`config.mk`:
```
export PLATFORM = sky130hd
export DESIGN_NAME = naughty_q_param
export DESIGN_NICKNAME = d
export VERILOG_FILES = /design/src/rtl/naughty_q_param.sv
export SDC_FILE = /design/constraint.sdc
export NUM_CORES = 1
export LEC_CHECK = 0
export ABC_AREA = 1
export CAP_MARGIN = 20
export CORE_ASPECT_RATIO = 0.5
export CORE_UTILIZATION = 65
export DETAILED_ROUTE_END_ITERATION = 6
export PLACE_DENSITY = 0.84
export SYNTH_ARGS = -nofsm -noshare
export SYNTH_HDL_FRONTEND = slang
export SYNTH_SLANG_ARGS = --single-unit
```
`constraint.sdc`:
```
create_clock -name clk -period 12.8 [get_ports clk]
set_clock_uncertainty 0.2 [all_clocks]
set_input_delay 3.84 -clock clk [delete_from_list [all_inputs] [get_ports clk]]
set_output_delay 3.84 -clock clk [all_outputs]
set_load 0.05 [all_outputs]
```
`src/rtl/naughty_q_param.sv`:
```
// naughty_q_param: indexed circular FIFO ("NaughtyQ" gen 2) behind an
// enable/ready/command/crashed handshake. Entries are addressed by physical
// slot index, so callers can enlist, delist, read and overwrite by index.
//
// Ports:
//   clk, reset       clock, synchronous active-high reset
//   enable, ready    command strobe; accepted on a rising edge with both high
//   command          opcode (0 NOP,1 ENLIST,2 DELIST,3 READ,4 WRITE,5 CLEAR,7 PEEK)
//   idx_in, data_in  operands for READ/WRITE/ENLIST
//   idx_out,data_out results; hold until the next response that defines them
//   resp_valid       one-cycle pulse when a command completes
//   crashed          sticky error flag, cleared only by reset
//   count            occupancy 0..DEPTH
//
// Build option: define NAUGHTY_Q_PEEK_EN to make opcode 7 (PEEK) legal;
// otherwise opcode 7 crashes like any other illegal opcode.
module naughty_q_param #(
  parameter int DATA_W = 8,
  parameter int IDX_W  = 4
) (
  input  logic              clk,
  input  logic              reset,
  input  logic              enable,
  output logic              ready,
  output logic              crashed,
  input  logic [3:0]        command,
  input  logic [IDX_W-1:0]  idx_in,
  input  logic [DATA_W-1:0] data_in,
  output logic [IDX_W-1:0]  idx_out,
  output logic [DATA_W-1:0] data_out,
  output logic              resp_valid,
  output logic [IDX_W:0]    count
);
  localparam int DEPTH = 2**IDX_W;
  localparam logic [IDX_W:0]   DEPTH_C = (IDX_W+1)'(DEPTH);
  localparam logic [IDX_W:0]   CNT_ONE = 1;
  localparam logic [IDX_W-1:0] PTR_ONE = 1;

  localparam logic [3:0] OP_NOP = 4'd0, OP_ENLIST = 4'd1, OP_DELIST = 4'd2,
                         OP_READ = 4'd3, OP_WRITE = 4'd4, OP_CLEAR = 4'd5,
                         OP_PEEK = 4'd7;

  typedef enum logic [1:0] {S_IDLE, S_BUSY, S_RESP, S_CRASH} state_t;

  state_t              state_q, state_d;
  logic [IDX_W-1:0]    head_q, head_d, tail_q, tail_d;
  logic [IDX_W:0]      count_q, count_d;
  logic [IDX_W-1:0]    idx_out_q, idx_out_d, pend_idx_q, pend_idx_d;
  logic [DATA_W-1:0]   data_out_q, data_out_d;
  logic                resp_valid_q, resp_valid_d;
  logic                ready_q, ready_d, crashed_q, crashed_d;

  logic [DATA_W-1:0]   mem [DEPTH];
  logic [DATA_W-1:0]   rd_data_q;
  logic                mem_we, rd_en;
  logic [IDX_W-1:0]    mem_addr;

  logic                accept, occupied, full, empty;
  logic [IDX_W-1:0]    rel;

  assign accept   = enable && ready_q && !reset;
  // Slot distance from head in ring order; occupied if inside the live window.
  assign rel      = idx_in - head_q;
  assign occupied = {1'b0, rel} < count_q;
  assign full     = (count_q == DEPTH_C);
  assign empty    = (count_q == '0);

  always_comb begin
    state_d    = state_q;
    head_d     = head_q;
    tail_d     = tail_q;
    count_d    = count_q;
    idx_out_d  = idx_out_q;
    data_out_d = data_out_q;
    pend_idx_d = pend_idx_q;
    mem_we     = 1'b0;
    rd_en      = 1'b0;
    mem_addr   = head_q;

    case (state_q)
      S_IDLE: if (accept) begin
        case (command)
          OP_NOP: state_d = S_RESP;
          OP_ENLIST: if (full) state_d = S_CRASH;
            else begin
              mem_we    = 1'b1;
              mem_addr  = tail_q;
              idx_out_d = tail_q;
              tail_d    = tail_q + PTR_ONE;
              count_d   = count_q + CNT_ONE;
              state_d   = S_RESP;
            end
          // Read pre-increment head now; head/count move on this same edge.
          OP_DELIST: if (empty) state_d = S_CRASH;
            else begin
              rd_en      = 1'b1;
              mem_addr   = head_q;
              pend_idx_d = head_q;
              head_d     = head_q + PTR_ONE;
              count_d    = count_q - CNT_ONE;
              state_d    = S_BUSY;
            end
          OP_READ: if (!occupied) state_d = S_CRASH;
            else begin
              rd_en      = 1'b1;
              mem_addr   = idx_in;
              pend_idx_d = idx_in;
              state_d    = S_BUSY;
            end
          OP_WRITE: if (!occupied) state_d = S_CRASH;
            else begin
              mem_we    = 1'b1;
              mem_addr  = idx_in;
              idx_out_d = idx_in;
              state_d   = S_RESP;
            end
          OP_CLEAR: begin
            head_d  = '0;
            tail_d  = '0;
            count_d = '0;
            state_d = S_RESP;
          end
`ifdef NAUGHTY_Q_PEEK_EN
          OP_PEEK: if (empty) state_d = S_CRASH;
            else begin
              rd_en      = 1'b1;
              mem_addr   = head_q;
              pend_idx_d = head_q;
              state_d    = S_BUSY;
            end
`endif
          default: state_d = S_CRASH;
        endcase
      end
      S_BUSY: begin
        data_out_d = rd_data_q;
        idx_out_d  = pend_idx_q;
        state_d    = S_RESP;
      end
      S_RESP:  state_d = S_IDLE;
      default: state_d = S_CRASH;
    endcase

    // Handshake outputs are registered copies of the next state.
    resp_valid_d = (state_d == S_RESP);
    ready_d      = (state_d == S_IDLE);
    crashed_d    = (state_d == S_CRASH);
  end

  always_ff @(posedge clk) begin
    if (reset) begin
      state_q      <= S_IDLE;
      head_q       <= '0;
      tail_q       <= '0;
      count_q      <= '0;
      idx_out_q    <= '0;
      data_out_q   <= '0;
      pend_idx_q   <= '0;
      resp_valid_q <= 1'b0;
      ready_q      <= 1'b0;
      crashed_q    <= 1'b0;
    end else begin
      state_q      <= state_d;
      head_q       <= head_d;
      tail_q       <= tail_d;
      count_q      <= count_d;
      idx_out_q    <= idx_out_d;
      data_out_q   <= data_out_d;
      pend_idx_q   <= pend_idx_d;
      resp_valid_q <= resp_valid_d;
      ready_q      <= ready_d;
      crashed_q    <= crashed_d;
    end
  end

  // Storage: no reset needed, occupancy tracking guards every read.
  always_ff @(posedge clk) begin
    if (mem_we) mem[mem_addr] <= data_in;
    if (rd_en)  rd_data_q     <= mem[mem_addr];
  end

  assign ready      = ready_q;
  assign crashed    = crashed_q;
  assign idx_out    = idx_out_q;
  assign data_out   = data_out_q;
  assign resp_valid = resp_valid_q;
  assign count      = count_q;
endmodule

```
# --- Word-level counts from Yosys, hierarchy flattened ---
# Memory sizes are Yosys's and may differ from the RTL's. A register that Yosys moved wholly into a read port is not among the register bits.
# Index checks and enable logic that the tools add are counted.
totals:
  regBits: 34
  mem_bits_rw: 128
  inputBits: 19
  output_inout_bits: 20
  elab_cells: 90
  memories: 1
classes:
  add_sub_neg: 5
  order_cmp: 1
  n_eq_ne: 17
  n_mux: 37
  reduce_logical: 19
mem_list:
  columns: ["memory", "words", "width", "read_ports", "rd_ports_with_merged_regs", "wr", "line", "rtl"]
  rows:
  - ["mem", 16, 8, 1, 1, 1, "53", "logic [DATA_W-1:0] mem [DEPTH];"]
ops:
  columns: ["cell", "n"]
  rows:
  - ["$pmux 4 s2", 6]
  - ["$mux 4", 10]
  - ["$pmux 5 s3", 1]
  - ["$reduce_and 5->1", 3]
  - ["$mux 1", 11]
  - ["$mux 5", 2]
  - ["$pmux 2 s5", 1]
  - ["$add 4x1->4 const B", 2]
  - ["$eq 4x2->1 const B", 2]
  - ["$eq 4x3->1 const B", 2]
  - ["$ne 2x2->1 const B", 4]
  - ["$reduce_and 4->1", 2]
  - ["$reduce_bool 2->1", 4]
  - ["$eq 2x2->1 const B", 3]
  - ["$mux 2", 3]
  - ["$ne 3x3->1 const B", 2]
  - ["$pmux 2 s3", 1]
  - ["$add 5x1->5 const B", 1]
  - ["$eq 5x5->1 const B", 1]
  - ["$logic_not 5->1", 1]
  - ["$lt 4x5->1", 1]
  - ["$sub 5x1->5 const B", 1]
  - ["$eq 4x1->1 const B", 1]
  - ["$logic_not 2->1", 2]
  - ["9 further kinds", 12]

# --- Depth between registers and ports, before layout ---
# Gate-level depths: netlist (run 1).
depth:
  ltp_word: 8
  depth_mapped: 26
  ltp_nobuf: 24

# --- Worst setup path before layout (run 1) ---
# OpenSTA, ideal clock, no wires.
synth_timing:
  kind: "input -> register"
  from: "in idx_in[0]"
  to: "mem mem[4][0] (enable)"
  setup_ns: 0.370
  arrival_time_ns: 6.351
  required_ns: 12.230
  path_slack_ns: 5.878
  path_stages: 17
  n_path_buf: 0
  path_cell_list: "inv_1 -> ha_1 -> inv_1 -> fa_1 -> xor2_1 -> ha_1 -> nand2_1 -> nand2_1 -> nand2_1 -> nand3_1 -> nand2_1 -> nand2_2 -> nand2_1 -> nand2_1 -> a21oi_2 -> nand2_1 -> nor2_1"
synth_between:
  elab_chain_len: 8
  word_cells_on_any_way: 12
  classes_between: "1 x add/sub; 1 x order compare; 10 x mux"
synth_rtl:
  columns: ["element", "line", "rtl"]
  rows:
  - ["start: declaration", "27", "input logic [IDX_W-1:0] idx_in,"]
  - ["$sub 4x4->4", "63", "assign rel = idx_in - head_q;"]
  - ["$lt 4x5->1", "64", "assign occupied = {1'b0, rel} < count_q;"]
  - ["$mux 1", "110", "OP_WRITE: if (!occupied) state_d = S_CRASH;"]
  - ["$pmux 1 s2", "82", "case (command)"]
  - ["$mux 1", "81", "S_IDLE: if (accept) begin"]
  - ["$mux 1", "80", "case (state_q)"]
  - ["$mux 1", "178", "if (mem_we) mem[mem_addr] <= data_in;"]
  - ["$mux 1 (implied by the code)", "178", null]
  - ["end: declaration", "53", null]
# Several ways; a longest one is shown, not always the timed one.

# --- Worst setup path after layout (run 1) ---
layout_timing:
  from: "in idx_in[0]"
  to: "mem mem[15][0] (enable)"
# The elaborated chain is that of the path after synthesis.

==> qor.txt, run 1 <==
Status: finished with violations
Failing checks: design-rule violations
Register area share after synthesis: 60.33%
R2R Path Start: head_q[0]
Most numerous cell in the Yosys netlist: nand2_1
Synth Area per Inst: 9.302 um^2
Final setup viols: 0
Yosys top cell area share: 51.71%
Worst-Margin Slew: 881.6 ps
Layout cells sized above 1: 6.622%
Xor and xnor area share after synthesis: 0.5545%
Distinct cell type count after synthesis: 41
Ports: 39
Die Height: 79.95 um
Synthesized flop and latch total: 170
Synth warn: 0
# Max-Cap Violations: 0
Post-Syn Area: 7898 um^2
Maximum clock rate: 123.4 MHz
CP max FO: 65
Pwr/cell area: 128.0 nW/um^2
Leakage: 3.595 nW
Crit. Startpoint: idx_in[0]
Routed len/inst: 18.04 um
Post-cts gate resize count: 0
Mux contribution to synthesized area: 0%
Cells on worst reg2reg path: 17
Clock Path Buffers: 2
Via count: 6126
Ranking of synthesized cells by area: edfxtp_1 52%, nand2_1 16%, dfxtp_1 8.6%
DR iter-0 viols: 904
Primary FF master, synth: edfxtp_1
Clock Sink Count: 170
Minimum clock period: 8104 ps
H-tree level count: 4
Vias per cell: 5.801
Rows: 28
Reg2Reg Setup Slack: 8060 ps
Top cells by count, synth: 346 x nand2_1, 136 x edfxtp_1, 80 x nand3_1
Post-Route Setup TNS: 0 ps
Hold_buf cts: 0
Fraction of the mapped netlist area in compound gates: 4.531%
Global-route wire length before repair: 29420 um
Largest family of logic cells by synthesized area: simple AND/OR/NAND/NOR gates
Synth Area in Adders: 2.250%
Remaining DRCs: 1
Final HPWL DP: 12190 um
Syn Nets: 881
Final wirelength: 19050 um
CP Launch Type: input port
Final Util: 74.84%
Layout area overhead: 12.21%
Detailed Routing Iterations Pass 1: 7
Period utilisation layout: 63.31%
Tot GR Track Use: 32.18%
Hold Path Origin: rd_data_q[3]
Async set or reset register ratio after synthesis: 0%
Simple-Gate Fraction of Synth Area: 26.70%
CORE AREA: 11840 um^2
Die W: 157.9 um
CTS buffer count: 17
Largest net degree at the start of global routing: 68
Total Die Area: 12620 um^2
Setup crit end kind: flip-flop
Initial Util: 66.69%
Arrival @ worst endpoint: 7960 ps
Hold path endpoint: data_out[3]
Hold crit path type: flip-flop to flip-flop
Cell count of the worst hold path: 2
Reg-to-reg endpoint: mem[15][0]
Root buffer cell: clkbuf_16
Vias in the first global route: 5606
Post-synthesis cell count: 849
GR Overflow Total: 0
# diodes: 0
Fin nets: 911
Number of synthesized flops with an enable pin: 136
Port bufs: 38
Relative slew slack: 41.04%
Clk_lat worst skew: 430 ps
Required @ worst endpoint: 12660 ps
Hold Fails Final Rpt: 0
Gp weighted congestion: 0.8899
Postcts setup bufs: 0
Clk slew on worst S/H paths: 70 ps
Cell taking the most area after synthesis: edfxtp_1
Setup CP Type: input port to flip-flop
Initial antenna violation count: 0
CTS tree: done
Final Max Tran Viols: 0
Post-DRT Antenna Nets: 0
Peak VDD IR: 90.39 uV
Unrepaired setup endpoints after global routing: no
==> worst max-delay path, stage by stage <==
cell and delay [ps]:
clkdlybuf4s50_1 420, inv_1 110, ha_1 150, inv_1 60
fa_1 380, xor2_1 180, ha_1 290, nand2_1 50
nor2_1 100, nand2_1 70, nand3_1 160, nand2_1 110
nand2_2 110, nand2_2 50, buf_4 330, nand2_2 400
buf_12 280, nand2_1 190, nor2_1 630
==> sequential cells by signal (all words and copies together), names as in the netlist, 4 cells and up <==
signal,flops
head_q,4
pend_idx_q,4
data_out,8
mem,128
rd_data_q,8
count,5
tail_q,4
idx_out,4
==> metal layers <==
layer / part of all wire, % / track usage [%] / up-vias
met4: 1.6 / 9.806 / 0
met5: 0 / 0 / -
met2: 45 / 49.96 / 392
met3: 12 / 9.066 / 41
met1: 41 / 44.17 / 2823
li1: - / - / 2870
==> area by class of cell <==
class                           instances  area, um^2
Inverter                               59       222.7
Sequential cell                       170        4765
Fill cell                             787        2979
Multi-Input combinational cell        587        2690
Timing Repair Buffer                   44       435.4
Tap cell                              165       206.4
Clock inverter                         13       113.9
Clock buffer                           18       429.2
==> worst max-delay path by stage <==
stage | slack [ps] | endpoint
after floorplan | 5880 | mem[4][0]
after global placement | 4030 | mem[2][2]
after detailed placement | 3780 | mem[14][2]
after CTS | 4220 | mem[14][2]
after global routing | 4440 | mem[12][2]
final | 4700 | mem[15][0]
==> power by group <==
group / internal, W / switching [W]
registers: 0.000598 / 0.00000178
logic: 0.0000171 / 0.0000385
clock network: 0.000253 / 0.000226
==> cells in the final DEF, fill, tap and decap left out, drive strengths merged <==
master / instances
o31ai: 1
buf: 6
or2: 3
a22oi: 1
nor2: 66
nand2: 352
nand4: 3
nor3b: 2
fa: 2
a32oi: 1
nor3: 4
clkbuf: 18
a31oi: 1
clkinv: 10
ha: 11
nand3: 81
dfxtp: 34
o21ai: 23
edfxtp: 136
inv: 62
a311oi: 7
clkdlybuf4s50: 38
o211ai: 2
xor2: 4
o221ai: 1
a211oi: 5
o21a: 1
xnor2: 1
a21oi: 15
==> stage by stage <==
stage | hold slack [ps] | std cells | total power, W | setup WS [ps] | instance area, um^2
final | 283.9 | 1056 | 0.001134 | 4696 | 8862
after global routing | 305.1 | 1056 | 0.001160 | 4441 | 8862
after CTS | 287.1 | 1055 | 0.001134 | 4225 | 8842
after detailed placement | 265.2 | 1024 | 0.0006663 | 3783 | 8299
after global placement | 255.3 | 1023 | 0.0006654 | 4029 | 8294
after floorplan | 247.5 | 849 | 0.0006415 | 5878 | 7898
==> logic make-up (layout without fill, tap and decap cells) <==
| family | count (synthesis) | in the layout |
|---|---|---|
| AO/OA/AOI/OAI | 58 | 58 |
| buffers and inverters | 92 | 134 |
| adder cells (fa/ha/maj) | 13 | 13 |
| flip-flops | 170 | 170 |
| AND/OR/NAND/NOR | 511 | 511 |
| XOR/XNOR | 5 | 5 |
Note: power is estimated with default switching activity, not from simulation.
==> run 2, diff against run 1 <==
--- a/config.mk
+++ b/config.mk
@@ -8,9 +8,9 @@
 export ABC_AREA = 1
 export CAP_MARGIN = 20
 export CORE_ASPECT_RATIO = 0.5
-export CORE_UTILIZATION = 65
+export CORE_UTILIZATION = 60
 export DETAILED_ROUTE_END_ITERATION = 6
-export PLACE_DENSITY = 0.84
+export PLACE_DENSITY = 0.79
 export SYNTH_ARGS = -nofsm -noshare
 export SYNTH_HDL_FRONTEND = slang
 export SYNTH_SLANG_ARGS = --single-unit
==> constraint.sdc (replaced) <==
create_clock -name clk -period 7.5 [get_ports clk]
set_clock_uncertainty 0.2 [all_clocks]
set_input_delay 2.25 -clock clk [delete_from_list [all_inputs] [get_ports clk]]
set_output_delay 2.25 -clock clk [all_outputs]
set_load 0.05 [all_outputs]
==> qor.txt, run 2 (synthesized netlist as in run 1, its figures left out) <==
Vias per cell: 5.718 (was 5.801)
Initial Util: 62.01% (was 66.69%)
GR Overflow Total: 0 (unchanged)
DR iter-0 viols: 790 (was 904)
Post-cts gate resize count: 0 (unchanged)
Root buffer cell: clkbuf_16 (unchanged)
Detailed Routing Iterations Pass 1: 7 (unchanged)
Clock Path Buffers: 2 (unchanged)
Relative slew slack: 42.30% (was 41.04%)
Most frequent cells in the layout: 345 x nand2_1, 136 x edfxtp_1, 80 x nand3_1 (unchanged)
Clock Sink Count: 170 (unchanged)
Required @ worst endpoint: 7360 ps (was 12660 ps)
Vias in the first global route: 5699 (was 5606)
Cell count of the worst hold path: 2 (unchanged)
Final Max Tran Viols: 0 (unchanged)
Setup CP Type: input port to flip-flop (unchanged)
Fin nets: 915 (was 911)
Hold Fails Final Rpt: 0 (unchanged)
Reg-to-reg endpoint: mem[8][4] (was mem[15][0])
Largest register by flop count: mem (unchanged)
Ports: 39 (unchanged)
Layout cells sized above 1: 7.143% (was 6.622%)
Arrival @ worst endpoint: 5800 ps (was 7960 ps)
Hold Path Origin: rd_data_q[0] (was rd_data_q[3])
Clk slew on worst S/H paths: 70 ps (about the same)
R2R Path Start: head_q[0] (unchanged)
Remaining DRCs: 1 (unchanged)
Peak VDD IR: 131.8 uV (was 90.39 uV)
Final wirelength: 19110 um (was 19050 um)
Final HPWL DP: 12250 um (was 12190 um)
Hold path endpoint: data_out[0] (was data_out[3])
Period utilisation layout: 79.15%
Global-route wire length before repair: 29840 um (was 29420 um)
Maximum clock rate: 168.5 MHz
Gp weighted congestion: 0.9386 (was 0.8899)
CP Launch Type: input port (unchanged)
CTS buffer count: 17 (unchanged)
Postcts setup bufs: 0 (unchanged)
Tot GR Track Use: 29.57% (was 32.18%)
Largest net degree at the start of global routing: 65 (was 68)
# Max-Cap Violations: 0 (unchanged)
# diodes: 0 (unchanged)
Reg2Reg Setup Slack: 3390 ps (was 8060 ps)
Unrepaired setup endpoints after global routing: no (unchanged)
Leakage: 3.641 nW (was 3.595 nW)
CTS tree: done (unchanged)
Failing checks: design-rule violations (unchanged)
Final setup viols: 0 (unchanged)
H-tree level count: 4 (unchanged)
Via count: 6095 (was 6126)
Pwr/cell area: 227.6 nW/um^2 (was 128.0 nW/um^2)
Die W: 164.3 um (was 157.9 um)
Status: finished with violations (unchanged)
Die Height: 83.13 um (was 79.95 um)
Most common cell after layout, fill and taps aside: nand2_1 (unchanged)
Port bufs: 38 (unchanged)
Hold_buf cts: 0 (unchanged)
Max reg flops: 128 (unchanged)
Layout area overhead: 13.50% (was 12.21%)
CORE AREA: 12740 um^2 (was 11840 um^2)
Initial antenna violation count: 0 (unchanged)
Routed len/inst: 17.92 um (was 18.04 um)
Hold crit path type: flip-flop to flip-flop (unchanged)
Setup crit end kind: flip-flop (unchanged)
Worst-Margin Slew: 862.3 ps (was 881.6 ps)
Final Util: 70.38% (was 74.84%)
Minimum clock period: 5936 ps
Clk_lat worst skew: 430 ps (about the same)
Post-DRT Antenna Nets: 0 (unchanged)
Total Die Area: 13650 um^2 (was 12620 um^2)
Cells on worst reg2reg path: 16 (was 17)
CP max FO: 20 (was 65)
Rows: 29 (was 28)
Post-Route Setup TNS: 0 ps (unchanged)
run 2: layout make-up:
class                      count  area [um^2]
fill                         916         3772
sequential                   170         4765
multi-input combinational    587         2690
timing repair buffer          48        455.4
clock inverter                13        185.2
clock buffer                  19        432.9
tap                          170        212.7
inverter                      59        222.7
run 2: worst max-delay path: stages:
cell,delay (ps)
clkdlybuf4s50_1,440
inv_1,110
ha_1,150
inv_1,60
fa_1,370
xor2_1,170
ha_1,290
nand2_1,60
nand2_1,50
nand2_1,70
nand3_1,180
nand2_1,120
nand2_2,80
nand2_1,80
nand2_2,260
inv_2,250
nand2_1,180
nor2_1,610
run 2: where the power goes:
group / internal (W) / switching [W] / total (W)
Sequential: 0.00102 / 0.00000310 / 0.00102
Clock: 0.000535 / 0.000387 / 0.000922
Combinational: 0.0000293 / 0.0000656 / 0.0000949
run 2: per-stage QoR:
step / hold slack [ps] / worst slack (ps) / instance area [um^2] / total power [W] / std cells
detailed placement: 272.5 / 1156 / 8346 / 0.001137 / 1034
CTS: 279.6 / 1572 / 8964 / 0.002039 / 1066
global route: 313.5 / 1288 / 8964 / 0.002087 / 1066
global placement: 259.3 / 1223 / 8346 / 0.001135 / 1034
finish: 280.4 / 1564 / 8964 / 0.002040 / 1066
floorplan: 247.5 / 2168 / 7898 / 0.001095 / 849
run 2: worst max-delay path by stage:
stage / start / endpoint / slack (ps)
floorplan: idx_in[0] / mem[6][0] / 2170
detailed placement: idx_in[0] / mem[8][5] / 1160
finish: idx_in[0] / mem[8][4] / 1560
CTS: idx_in[0] / mem[8][7] / 1570
global placement: idx_in[0] / mem[9][3] / 1220
global route: idx_in[0] / mem[8][0] / 1290
run 2: per-layer routing:
| layer | vias to the layer above | share of wire, % | GRT usage, % |
|---|---|---|---|
| met3 | 51 | 11 | 6.943 |
| met2 | 372 | 44 | 43.08 |
| met1 | 2795 | 43 | 42.90 |
| met4 | 0 | 2.5 | 11.70 |
| met5 | - | 0 | 0 |
| li1 | 2877 | - | - |
==> run 3, diff against run 2 <==
==> constraint.sdc (replaced) <==
create_clock -name clk -period 6.2 [get_ports clk]
set_clock_uncertainty 0.2 [all_clocks]
set_input_delay 1.86 -clock clk [delete_from_list [all_inputs] [get_ports clk]]
set_output_delay 1.86 -clock clk [all_outputs]
set_load 0.05 [all_outputs]
==> qor.txt, run 3 (synthesized netlist as in run 1, its figures left out) <==
Reg2Reg Setup Slack: 2240 ps (was 3390 ps)
Setup CP Type: input port to flip-flop (unchanged)
CP max stage delay: 440 ps (was 610 ps)
CP top delay family: simple AND/OR/NAND/NOR gates (unchanged)
Cells on worst reg2reg path: 23 (was 16)
Fin nets: 932 (was 915)
Vias in the first global route: 5544 (was 5699)
CORE AREA: 12740 um^2 (unchanged)
Minimum clock period: 5408 ps
Global-route wire length before repair: 28680 um (was 29840 um)
Leakage: 3.719 nW (was 3.641 nW)
Die Height: 83.13 um (unchanged)
Initial antenna violation count: 0 (unchanged)
Arrival @ worst endpoint: 5480 ps (was 5800 ps)
Gp weighted congestion: 0.9644 (was 0.9386)
Vias per cell: 5.583 (was 5.718)
Clk_lat worst skew: 420 ps (was 430 ps)
Required @ worst endpoint: 6280 ps (was 7360 ps)
Rows: 29 (unchanged)
Post-cts gate resize count: 0 (unchanged)
Final wirelength: 18230 um (was 19110 um)
H-tree level count: 4 (unchanged)
Via count: 6046 (was 6095)
Ports: 39 (unchanged)
Period utilisation layout: 87.22%
Setup crit end kind: flip-flop (unchanged)
Most frequent cells in the layout: 345 x nand2_1, 136 x edfxtp_1, 80 x nand3_1 (unchanged)
Most common cell after layout, fill and taps aside: nand2_1 (unchanged)
Port bufs: 38 (unchanged)
Hold Path Origin: rd_data_q[4] (was rd_data_q[0])
Tot GR Track Use: 27.97% (was 29.57%)
Max reg flops: 128 (unchanged)
Hold path endpoint: data_out[4] (was data_out[0])
Remaining DRCs: 1 (unchanged)
Die W: 164.3 um (unchanged)
Final HPWL DP: 11960 um (was 12250 um)
# Max-Cap Violations: 0 (unchanged)
Maximum clock rate: 184.9 MHz
Cell count of the worst hold path: 2 (unchanged)
Initial Util: 62.01% (unchanged)
Relative slew slack: 44.86% (was 42.30%)
Pwr Total: 0.002373 W (was 0.002040 W)
Layout area overhead: 14.72% (was 13.50%)
GR Overflow Total: 0 (unchanged)
# diodes: 0 (unchanged)
Crit-path most repeated cell: nand2_1 (unchanged)
Post-DRT Antenna Nets: 0 (unchanged)
Reg-to-reg endpoint: rd_data_q[4] (was mem[8][4])
Postcts setup bufs: 0 (unchanged)
Largest net degree at the start of global routing: 65 (unchanged)
Largest register by flop count: mem (unchanged)
CP max-delay cell: clkdlybuf4s50_1 (was nor2_1)
DR iter-0 viols: 710 (was 790)
Pwr/cell area: 261.9 nW/um^2 (was 227.6 nW/um^2)
Clk slew on worst S/H paths: 70 ps (about the same)
Clock Path Buffers: 2 (unchanged)
Post-Route Setup TNS: 0 ps (unchanged)
Routed len/inst: 16.83 um (was 17.92 um)
Worst-Margin Slew: 824.0 ps (was 862.3 ps)
Status: finished with violations (unchanged)
CP Launch Type: input port (unchanged)
Hold Fails Final Rpt: 0 (unchanged)
Final Max Tran Viols: 0 (unchanged)
CP max FO: 24 (was 20)
Buffers & Inverters on Critical Path: 5 (was 4)
Final setup viols: 0 (unchanged)
CTS tree: done (unchanged)
Hold_buf cts: 0 (unchanged)
R2R Path Start: head_q[0] (unchanged)
Clock Sink Count: 170 (unchanged)
Root buffer cell: clkbuf_16 (unchanged)
Layout cells sized above 1: 8.981% (was 7.143%)
Detailed Routing Iterations Pass 1: 7 (unchanged)
Total Die Area: 13650 um^2 (unchanged)
Peak VDD IR: 192.3 uV (was 131.8 uV)
CTS buffer count: 17 (unchanged)
Failing checks: design-rule violations (unchanged)
Layout fillers: 913 (was 916)
Unrepaired setup endpoints after global routing: no (unchanged)
Hold crit path type: flip-flop to flip-flop (unchanged)
-- run 3: cell count changes in the layout (fill, tap and decap cells not counted), sizes merged --
cell / change
clkbuf: -2
bufinv: -3
inv: +4
clkinvlp: +1
buf: +17
-- run 3: metrics by stage --
stage                     utilization, %  setup slack [ps]  hold WS (ps)  cell area (um^2)  cells
final                              71.14             792.4         279.5              9060   1083
after global routing               71.14             521.4         310.2              9060   1083
after CTS                          71.14             835.5         283.5              9060   1083
after detailed placement           66.63             448.0         264.7              8486   1051
after global placement             66.63             512.2         262.1              8486   1051
after floorplan                        -              1258         247.5              7898    849
-- run 3: final cells by class --
| type | count | area (um^2) | share of cell area [%] |
|---|---|---|---|
| multi-input cells | 587 | 2690 | 29.69 |
| clock inverters | 15 | 148.9 | 1.643 |
| repair buffers | 65 | 595.6 | 6.574 |
| well taps | 170 | 212.7 | 2.348 |
| flip-flops and latches | 170 | 4765 | 52.59 |
| clock buffers | 17 | 425.4 | 4.695 |
| inverters | 59 | 222.7 | 2.458 |
-- run 3: worst max path at each step --
| stage | startpoint | endpoint | slack [ps] | cells past startpoint |
|---|---|---|---|---|
| after floorplan | idx_in[0] | mem[6][0] | 1260 | 17 |
| after global placement | idx_in[0] | rd_data_q[3] | 510 | 25 |
| after detailed placement | idx_in[0] | rd_data_q[0] | 450 | 25 |
| after CTS | idx_in[0] | rd_data_q[6] | 840 | 25 |
| after global routing | idx_in[0] | rd_data_q[6] | 520 | 25 |
| final | idx_in[0] | rd_data_q[4] | 790 | 25 |
-- run 3: power breakdown --
part           internal [W]  switching, W
Clock              0.000536      0.000487
Sequential          0.00123    0.00000379
Combinational     0.0000357     0.0000774
-- run 3: layer usage --
| layer | share of wire [%] | global-route usage [%] | up-vias |
|---|---|---|---|
| li1 | - | - | 2917 |
| met1 | 44 | 39.86 | 2767 |
| met2 | 45 | 43.73 | 325 |
| met3 | 8.7 | 5.495 | 37 |
| met4 | 1.8 | 8.081 | 0 |
| met5 | 0 | 0 | - |
-- run 3: worst min-delay path: stages, from the launching register on --
cell	delay (ps)
edfxtp_1	320
nor2_1	40
nor2_1	80
